## src/rtl/seg_pkg.sv

```systemverilog
// Shared types for the segment scan controller: digit encodings, conversion states, scan index.
// Pure definitions; no logic, no latency, no flow control.
package seg_pkg;

    localparam logic [6:0] SEG_0     = 7'b1000000;
    localparam logic [6:0] SEG_1     = 7'b1111001;
    localparam logic [6:0] SEG_2     = 7'b0100100;
    localparam logic [6:0] SEG_3     = 7'b0110000;
    localparam logic [6:0] SEG_4     = 7'b0011001;
    localparam logic [6:0] SEG_5     = 7'b0010010;
    localparam logic [6:0] SEG_6     = 7'b0000010;
    localparam logic [6:0] SEG_7     = 7'b1111000;
    localparam logic [6:0] SEG_8     = 7'b0000000;
    localparam logic [6:0] SEG_9     = 7'b0010000;
    localparam logic [6:0] SEG_BLANK = 7'b1111111;
    localparam logic [3:0] AN_OFF    = 4'b1111;

    typedef enum logic [1:0] {
        ST_IDLE  = 2'd0,
        ST_LOAD  = 2'd1,
        ST_SHIFT = 2'd2,
        ST_DONE  = 2'd3
    } conv_state_t;

    typedef logic [1:0] scan_idx_t;

    function automatic logic [6:0] digit_to_seg(input logic [3:0] d);
        logic [6:0] s;
        case (d)
            4'd0:    s = SEG_0;
            4'd1:    s = SEG_1;
            4'd2:    s = SEG_2;
            4'd3:    s = SEG_3;
            4'd4:    s = SEG_4;
            4'd5:    s = SEG_5;
            4'd6:    s = SEG_6;
            4'd7:    s = SEG_7;
            4'd8:    s = SEG_8;
            4'd9:    s = SEG_9;
            default: s = SEG_BLANK;
        endcase
        return s;
    endfunction

    function automatic logic [3:0] scan_an(input scan_idx_t idx);
        return ~(4'b0001 << idx);
    endfunction

endpackage

```

## src/rtl/seg_scan_ctrl_if.sv

```systemverilog
// Requester strobes, busy status and board display pins of the segment scan controller.
// Strobes are fire-and-forget; busy is status only, never a stall.
interface seg_scan_ctrl_if #(
    parameter int VAL_W = 8
);
    logic [VAL_W-1:0] score;
    logic             score_vld;
    logic [VAL_W-1:0] time_s;
    logic             time_vld;
    logic             busy;
    logic [6:0]       seg;
    logic [3:0]       an;
    logic             dp;

    modport master (
        output score, score_vld, time_s, time_vld,
        input  busy, seg, an, dp
    );

    modport slave (
        input  score, score_vld, time_s, time_vld,
        output busy, seg, an, dp
    );
endinterface

```

## src/rtl/bin2bcd_seq.sv

```systemverilog
// Sequential double-dabble of a 0..99 value: start -> LOAD -> 8x SHIFT -> DONE (done high one cycle).
// No backpressure; start is only honoured in IDLE.
module bin2bcd_seq
    import seg_pkg::*;
(
    input  logic       clk,
    input  logic       reset,
    input  logic       start,
    input  logic [6:0] bin,
    output logic       done,
    output logic [3:0] tens,
    output logic [3:0] ones
);

    conv_state_t state;
    logic [15:0] sr;
    logic [2:0]  cnt;
    logic [15:0] adj;

    always_comb begin
        adj = sr;
        if (sr[15:12] >= 4'd5) adj[15:12] = sr[15:12] + 4'd3;
        if (sr[11:8]  >= 4'd5) adj[11:8]  = sr[11:8]  + 4'd3;
    end

    always_ff @(posedge clk) begin
        if (reset) begin
            state <= ST_IDLE;
            sr    <= '0;
            cnt   <= '0;
        end else begin
            case (state)
                ST_IDLE: begin
                    if (start) state <= ST_LOAD;
                end
                ST_LOAD: begin
                    sr    <= {8'h00, 1'b0, bin};
                    cnt   <= '0;
                    state <= ST_SHIFT;
                end
                ST_SHIFT: begin
                    sr  <= adj << 1;
                    cnt <= cnt + 3'd1;
                    if (cnt == 3'd7) state <= ST_DONE;
                end
                ST_DONE: begin
                    state <= ST_IDLE;
                end
                default: state <= ST_IDLE;
            endcase
        end
    end

    assign done = (state == ST_DONE);
    assign tens = sr[15:12];
    assign ones = sr[11:8];

endmodule

```

## src/rtl/seg_scan_ctrl.sv

```systemverilog
// Round-robin shares one BCD converter between score/time requesters and scans 4 digits (11-edge update latency).
// Strobes never stall; SEG_LEADING_ZERO_BLANK_EN blanks zero tens digits.
module seg_scan_ctrl
    import seg_pkg::*;
#(
    parameter int REFRESH_DIV = 4,
    parameter int VAL_W       = 8
)(
    input  logic segclk,
    input  logic reset,
    seg_scan_ctrl_if.slave bus
);

    localparam int DW = (REFRESH_DIV > 1) ? $clog2(REFRESH_DIV) : 1;

    logic             pend_score, pend_time;
    logic [VAL_W-1:0] pval_score, pval_time;
    logic             prio_time;
    logic             conv_act, load_ph, grant_time;
    logic             start, gsel_time;
    logic [VAL_W-1:0] sel_val;
    logic [6:0]       bin;
    logic             conv_done;
    logic [3:0]       conv_tens, conv_ones;
    logic [3:0]       score_tens, score_ones, time_tens, time_ones;

    scan_idx_t        idx;
    logic [DW-1:0]    dwell;
    logic [3:0]       cur_digit;
    logic [6:0]       nxt_seg, seg_q;
    logic [3:0]       nxt_an, an_q;
    logic             nxt_dp, dp_q;

    // Arbitration only while the converter is idle; priority flips only on contention.
    assign start     = !conv_act && (pend_score || pend_time);
    assign gsel_time = pend_time && (!pend_score || prio_time);

    always_ff @(posedge segclk) begin
        if (reset) begin
            conv_act   <= 1'b0;
            load_ph    <= 1'b0;
            grant_time <= 1'b0;
            prio_time  <= 1'b0;
        end else begin
            load_ph <= start;
            if (start) begin
                conv_act   <= 1'b1;
                grant_time <= gsel_time;
                if (pend_score && pend_time) prio_time <= !gsel_time;
            end else if (conv_done) begin
                conv_act <= 1'b0;
            end
        end
    end

    // A strobe in the LOAD cycle wins over the clear, so the requester is reconverted.
    always_ff @(posedge segclk) begin
        if (reset) begin
            pend_score <= 1'b0;
            pend_time  <= 1'b0;
            pval_score <= '0;
            pval_time  <= '0;
        end else begin
            if (bus.score_vld) begin
                pval_score <= bus.score;
                pend_score <= 1'b1;
            end else if (load_ph && !grant_time) begin
                pend_score <= 1'b0;
            end
            if (bus.time_vld) begin
                pval_time <= bus.time_s;
                pend_time <= 1'b1;
            end else if (load_ph && grant_time) begin
                pend_time <= 1'b0;
            end
        end
    end

    assign sel_val = grant_time ? pval_time : pval_score;
    assign bin     = (sel_val > VAL_W'(99)) ? 7'd99 : sel_val[6:0];

    bin2bcd_seq u_bcd (
        .clk   (segclk),
        .reset (reset),
        .start (start),
        .bin   (bin),
        .done  (conv_done),
        .tens  (conv_tens),
        .ones  (conv_ones)
    );

    always_ff @(posedge segclk) begin
        if (reset) begin
            score_tens <= '0;
            score_ones <= '0;
            time_tens  <= '0;
            time_ones  <= '0;
        end else if (conv_done) begin
            if (grant_time) begin
                time_tens <= conv_tens;
                time_ones <= conv_ones;
            end else begin
                score_tens <= conv_tens;
                score_ones <= conv_ones;
            end
        end
    end

    assign bus.busy = pend_score || pend_time || conv_act;

    always_comb begin
        cur_digit = score_ones;
        case (idx)
            2'd0: cur_digit = score_ones;
            2'd1: cur_digit = score_tens;
            2'd2: cur_digit = time_ones;
            2'd3: cur_digit = time_tens;
            default: cur_digit = score_ones;
        endcase
        nxt_an  = scan_an(idx);
        nxt_seg = digit_to_seg(cur_digit);
        nxt_dp  = (idx != 2'd2);
`ifdef SEG_LEADING_ZERO_BLANK_EN
        // Odd slots carry tens digits; a blanked slot still consumes its dwell.
        if (idx[0] && (cur_digit == 4'd0)) begin
            nxt_an  = AN_OFF;
            nxt_seg = SEG_BLANK;
            nxt_dp  = 1'b1;
        end
`endif
    end

    always_ff @(posedge segclk) begin
        if (reset) begin
            idx   <= '0;
            dwell <= '0;
            seg_q <= SEG_BLANK;
            an_q  <= AN_OFF;
            dp_q  <= 1'b1;
        end else begin
            seg_q <= nxt_seg;
            an_q  <= nxt_an;
            dp_q  <= nxt_dp;
            if (dwell == DW'(REFRESH_DIV - 1)) begin
                dwell <= '0;
                idx   <= scan_idx_t'(idx + 2'd1);
            end else begin
                dwell <= dwell + DW'(1);
            end
        end
    end

    assign bus.seg = seg_q;
    assign bus.an  = an_q;
    assign bus.dp  = dp_q;

endmodule

```

## src/flat_wrapper.sv

```systemverilog
// flat-port wrapper written by rule: the top's interface ports become plain ports
module seg_scan_ctrl_flat import seg_pkg::*;
#(
    parameter int REFRESH_DIV = 4,
    parameter int VAL_W       = 8
)
  (segclk, reset, bus_score, bus_score_vld, bus_time_s, bus_time_vld, bus_busy, bus_seg, bus_an, bus_dp);
  seg_scan_ctrl_if #(.VAL_W(VAL_W)) bus_i ();
  input  logic segclk;
  input  logic reset;
  input wire logic [$bits(bus_i.score)-1:0] bus_score;
  input wire logic [$bits(bus_i.score_vld)-1:0] bus_score_vld;
  input wire logic [$bits(bus_i.time_s)-1:0] bus_time_s;
  input wire logic [$bits(bus_i.time_vld)-1:0] bus_time_vld;
  output wire logic [$bits(bus_i.busy)-1:0] bus_busy;
  output wire logic [$bits(bus_i.seg)-1:0] bus_seg;
  output wire logic [$bits(bus_i.an)-1:0] bus_an;
  output wire logic [$bits(bus_i.dp)-1:0] bus_dp;
  assign bus_i.score = bus_score;
  assign bus_i.score_vld = bus_score_vld;
  assign bus_i.time_s = bus_time_s;
  assign bus_i.time_vld = bus_time_vld;
  assign bus_busy = bus_i.busy;
  assign bus_seg = bus_i.seg;
  assign bus_an = bus_i.an;
  assign bus_dp = bus_i.dp;
  seg_scan_ctrl #(.REFRESH_DIV(REFRESH_DIV), .VAL_W(VAL_W)) u_core (.segclk(segclk), .reset(reset), .bus(bus_i));
endmodule
```

## config.mk

```make
export PLATFORM = sky130hd
export DESIGN_NAME = seg_scan_ctrl_flat
export DESIGN_NICKNAME = d
export VERILOG_FILES = /design/src/rtl/seg_pkg.sv /design/src/rtl/seg_scan_ctrl_if.sv /design/src/rtl/bin2bcd_seq.sv /design/src/rtl/seg_scan_ctrl.sv /design/src/flat_wrapper.sv
export SDC_FILE = /design/constraint.sdc
export NUM_CORES = 1
export LEC_CHECK = 0
export CORE_AREA = 3 3 72 87
export CTS_CLUSTER_DIAMETER = 40
export DETAILED_ROUTE_END_ITERATION = 16
export DIE_AREA = 0 0 75 90
export GPL_TIMING_DRIVEN = 0
export PLACE_DENSITY = 0.86
export SYNTH_ARGS = -nofsm -noshare
export SYNTH_HDL_FRONTEND = slang
export SYNTH_HIERARCHICAL = 1
export SYNTH_SLANG_ARGS = --single-unit
```

## constraint.sdc

```tcl
create_clock -name segclk -period 5.15 [get_ports segclk]
set_input_delay 1.03 -clock segclk [delete_from_list [all_inputs] [get_ports segclk]]
set_output_delay 1.03 -clock segclk [all_outputs]
set_load 0.01 [all_outputs]
```

==> results by group <==
Setup path
  – Crit-path slowest cell: clkdlybuf4s50_1
  – WS Path Type: reg -> out
  – R2r startpoint: u_core/idx[0]
  – Reg2reg path depth: 8
  – Critical path buffer and inverter count: 1
  – Critical path launch point type: register
  – Critical Path End Type: primary output
  – Crit-path max cell delay: approximately 500 ps
  – CP delay by family, top: buffers and inverters
  – Critical path required time: slightly above 4000 ps
  – Critical Path, Cell by Cell: or3_1, clkdlybuf4s50_1
  – CP max FO: 4
  – R2R setup slack: about 2900 ps
  – Worst path depth: 2
  – Worst R2R End: u_core/bus.seg[5]
  – WP data arrival: between 1500 and 2000 ps

Die
  – I/O pin cnt: 33
  – Die Height: about 90 um
  – Rows: 29
  – Die W: around 75 um
  – Die ar.: about 6800 um2
  – CORE AREA: between 5000 and 6000 um2
  – Initial core utilization: 60.8%

Finish
  – Commonest cells after routing, fill and taps aside: dfxtp_1, nand2_1, nor2_1, mux2i_1, clkdlybuf4s50_1
  – Count of non-filler cells in the finished layout: ~470
  – ANT cells: 0
  – Final #Nets: 438
  – Synth-to-Final Area Change: 17.7%
  – Layout cells sized above 1: 7.65%
  – Commonest non-fill, non-tap cell in the layout: dfxtp_1

Drt
  – DR pass1 iterations: 4
  – Residual DRC: 0
  – Final ANT Viol Nets: 0
  – Vias per cell: between 5 and 6
  – Routed length per instance: around 14 um
  – First DRT Iteration DRCs: 190
  – DRT Wirelength: about 6700 um
  – Vias: 2642

Clock tree
  – Clock sinks: 74
  – Root Driver: clkbuf_8
  – Clock latency on the worst-skew pair: 340 ps
  – Cts repair resizes: 0
  – CTS tree: built
  – CTS clk-pin slew, worst paths: ~70 ps
  – Post-CTS setup buffers: 0
  – CTS max path bufs: 2
  – H-tree Lvls: 3
  – Clock buffer count from CTS: 9
  – # hold bufs at CTS: 0

Hold path
  – Class of the worst hold path: reg -> reg
  – Hold endpoint: u_core/dwell[0]
  – Hold path depth: 1
  – Hold Startpoint: u_core/dwell[0]

Timing
  – Max-slew violations: 0
  – Slew @ Worst Pin: ~640 ps
  – Fmax: slightly below 400 MHz
  – Final Skew: between 8 and 9 ps
  – RSZ-0062 raised after global routing: no
  – Fin Hold WS: between 400 and 500 ps
  – Slew HR: 57.1%
  – Period minus WS final: approximately 2600 ps
  – Setup violators final: 0
  – Crit share post-route: between 50% and 60%
  – Setup TNS: 0 ps
  – Fin. Hold Viols: 0

Placement
  – HPWL after DPL: ~5000 um
  – IO Port Bufs: 30
  – Inst Count DP: ~450
  – GP Congestion: approximately 0.88

Power
  – Sw Share: around 30%
  – Worst VDD drop: roughly 270 uV
  – P_leak: 1.54 nW
  – Combinational Power Share: a little under a quarter
  – Reg power frac: 45.6%
  – Switch Pwr: around 0.00042 W
  – Total power: roughly 0.0014 W
  – PwrDens: around 370 nW/um2
  – P_int: 0.00102 W
  – Clock share of power: a little under a third

Yosys
  – Synth Area in Simple Gates: around 16%
  – Synth Area in Compound Gates: around 13%
  – Adder-cell area share of the yosys netlist: 6.85%
  – Mux contribution to synthesized area: between 10% and 20%
  – Syn nets: 397
  – Async SR Flop Fraction: 0%
  – XOR/XNOR Fraction of Synth Area: 1.60%
  – Post-synth EDFFs: 0
  – Largest family of logic cells by synthesized area: simple AND/OR/NAND/NOR gates
  – Avg Cell Area, Syn: 9.16 um2
  – Register bit total from synthesis: 74
  – Synthesized area: between 3000 and 4000 um2
  – Mapped Cells: approximately 360
  – Sequential fraction of the synthesis area: between 40% and 50%
  – Yosys cell types: between 40 and 50
  – Synth warn: 6
  – Main synth FF type: dfxtp_1

Global route
  – First-pass GRT wire length: between 10000 and 15000 um
  – Initial antenna violation count: 0
  – Largest net degree at the start of global routing: 13
  – Global route overflow: 0
  – Vias in the first global route: 2538
  – Gr usage total: 21.4%

Outcome
  – Status: complete, no violations

Run
  – Max-cap viol count: 0
[layout make-up]
type,instances,area [um2]
clock inverter,4,50.0
inverter,18,67.6
buffer,21,103
tap,62,77.6
timing repair buffer,30,300
multi-input combinational,246,1640
clock buffer,12,155
sequential,74,1480
fill,408,1540
[flip-flops by register name, summed over array words and instances (netlist names), 2 cells and up]
signal	flops
u_core/bus.seg	7
u_core/pval_score	8
u_core/time_tens	4
u_core/u_bcd/state	2
u_core/u_bcd/cnt	3
u_core/dwell	2
u_core/u_bcd/sr	16
u_core/bus.an	4
u_core/idx	2
u_core/score_tens	4
u_core/time_ones	4
u_core/pval_time	8
u_core/score_ones	4
[Yosys cell counts, drive strengths merged (6+ instances only)]
library cell | instances | area [um2]
nand2 | 43 | 161
nor2 | 36 | 135
nand2b | 11 | 68.8
a211oi | 6 | 45.0
buf | 12 | 68.8
a21oi | 29 | 153
mux2i | 36 | 360
ha | 18 | 225
inv | 18 | 67.6
nand3 | 18 | 90.1
dfxtp | 74 | 1480
clkbuf | 9 | 33.8
[power groups by stage]
| stage | Sequential (W) | Clock [W] | Combinational (W) |
|---|---|---|---|
| after floorplan | 0.000664 | 0 | 0.000250 |
| after global placement | 0.000668 | 0 | 0.000320 |
| after detailed placement | 0.000671 | 0 | 0.000330 |
| after CTS | 0.000658 | 0.000461 | 0.000332 |
| after global routing | 0.000664 | 0.000481 | 0.000371 |
| final | 0.000659 | 0.000452 | 0.000333 |
[kinds of logic (layout without fill, tap and decap cells)]
logic type,Yosys count,after routing
simple gates,119,119
flops,74,74
compound gates,64,64
mux,39,39
buf+inv,39,85
fa+ha+maj,18,18
xor+xnor,6,6
[routing by layer]
metal | track usage (%) | up-vias | wire length, um
met5 | 0 | - | 0
met4 | 11.3 | 0 | 146
met3 | 5.02 | 17 | 299
met2 | 36.0 | 83 | 3550
met1 | 24.1 | 1224 | 2730
li1 | - | 1318 | -
[stage by stage]
stage / util, % / instance area (um2) / setup WS (ps)
2_1_floorplan: - / 3290 / 3130
3_3_place_gp: 67.8 / 3670 / 2520
3_5_place_dp: 67.8 / 3670 / 2500
4_1_cts: 71.6 / 3870 / 2530
5_1_grt: 71.6 / 3870 / 2490
6_report: 71.6 / 3870 / 2560
[worst register-to-register path, cell delays in order (launching register included)]
cell      delay (ps)
dfxtp_1          410
inv_1            110
ha_1             290
a222oi_1         260
mux2_2           270
inv_1             70
ha_1             190
or3_1            390
a21o_1           170
[how the worst max path moves through the flow]
stage	from	slack, ps	endpoint
after CTS	u_core/pend_time	2530	bus_busy
after global routing	u_core/pend_score	2490	bus_busy
after detailed placement	reset	2500	u_core/pval_time[6]
after floorplan	u_core/idx[0]	3130	u_core/bus.seg[5]
final	u_core/pend_time	2560	bus_busy
after global placement	reset	2520	u_core/pval_time[1]
Power figures use the tool's default switching activity.
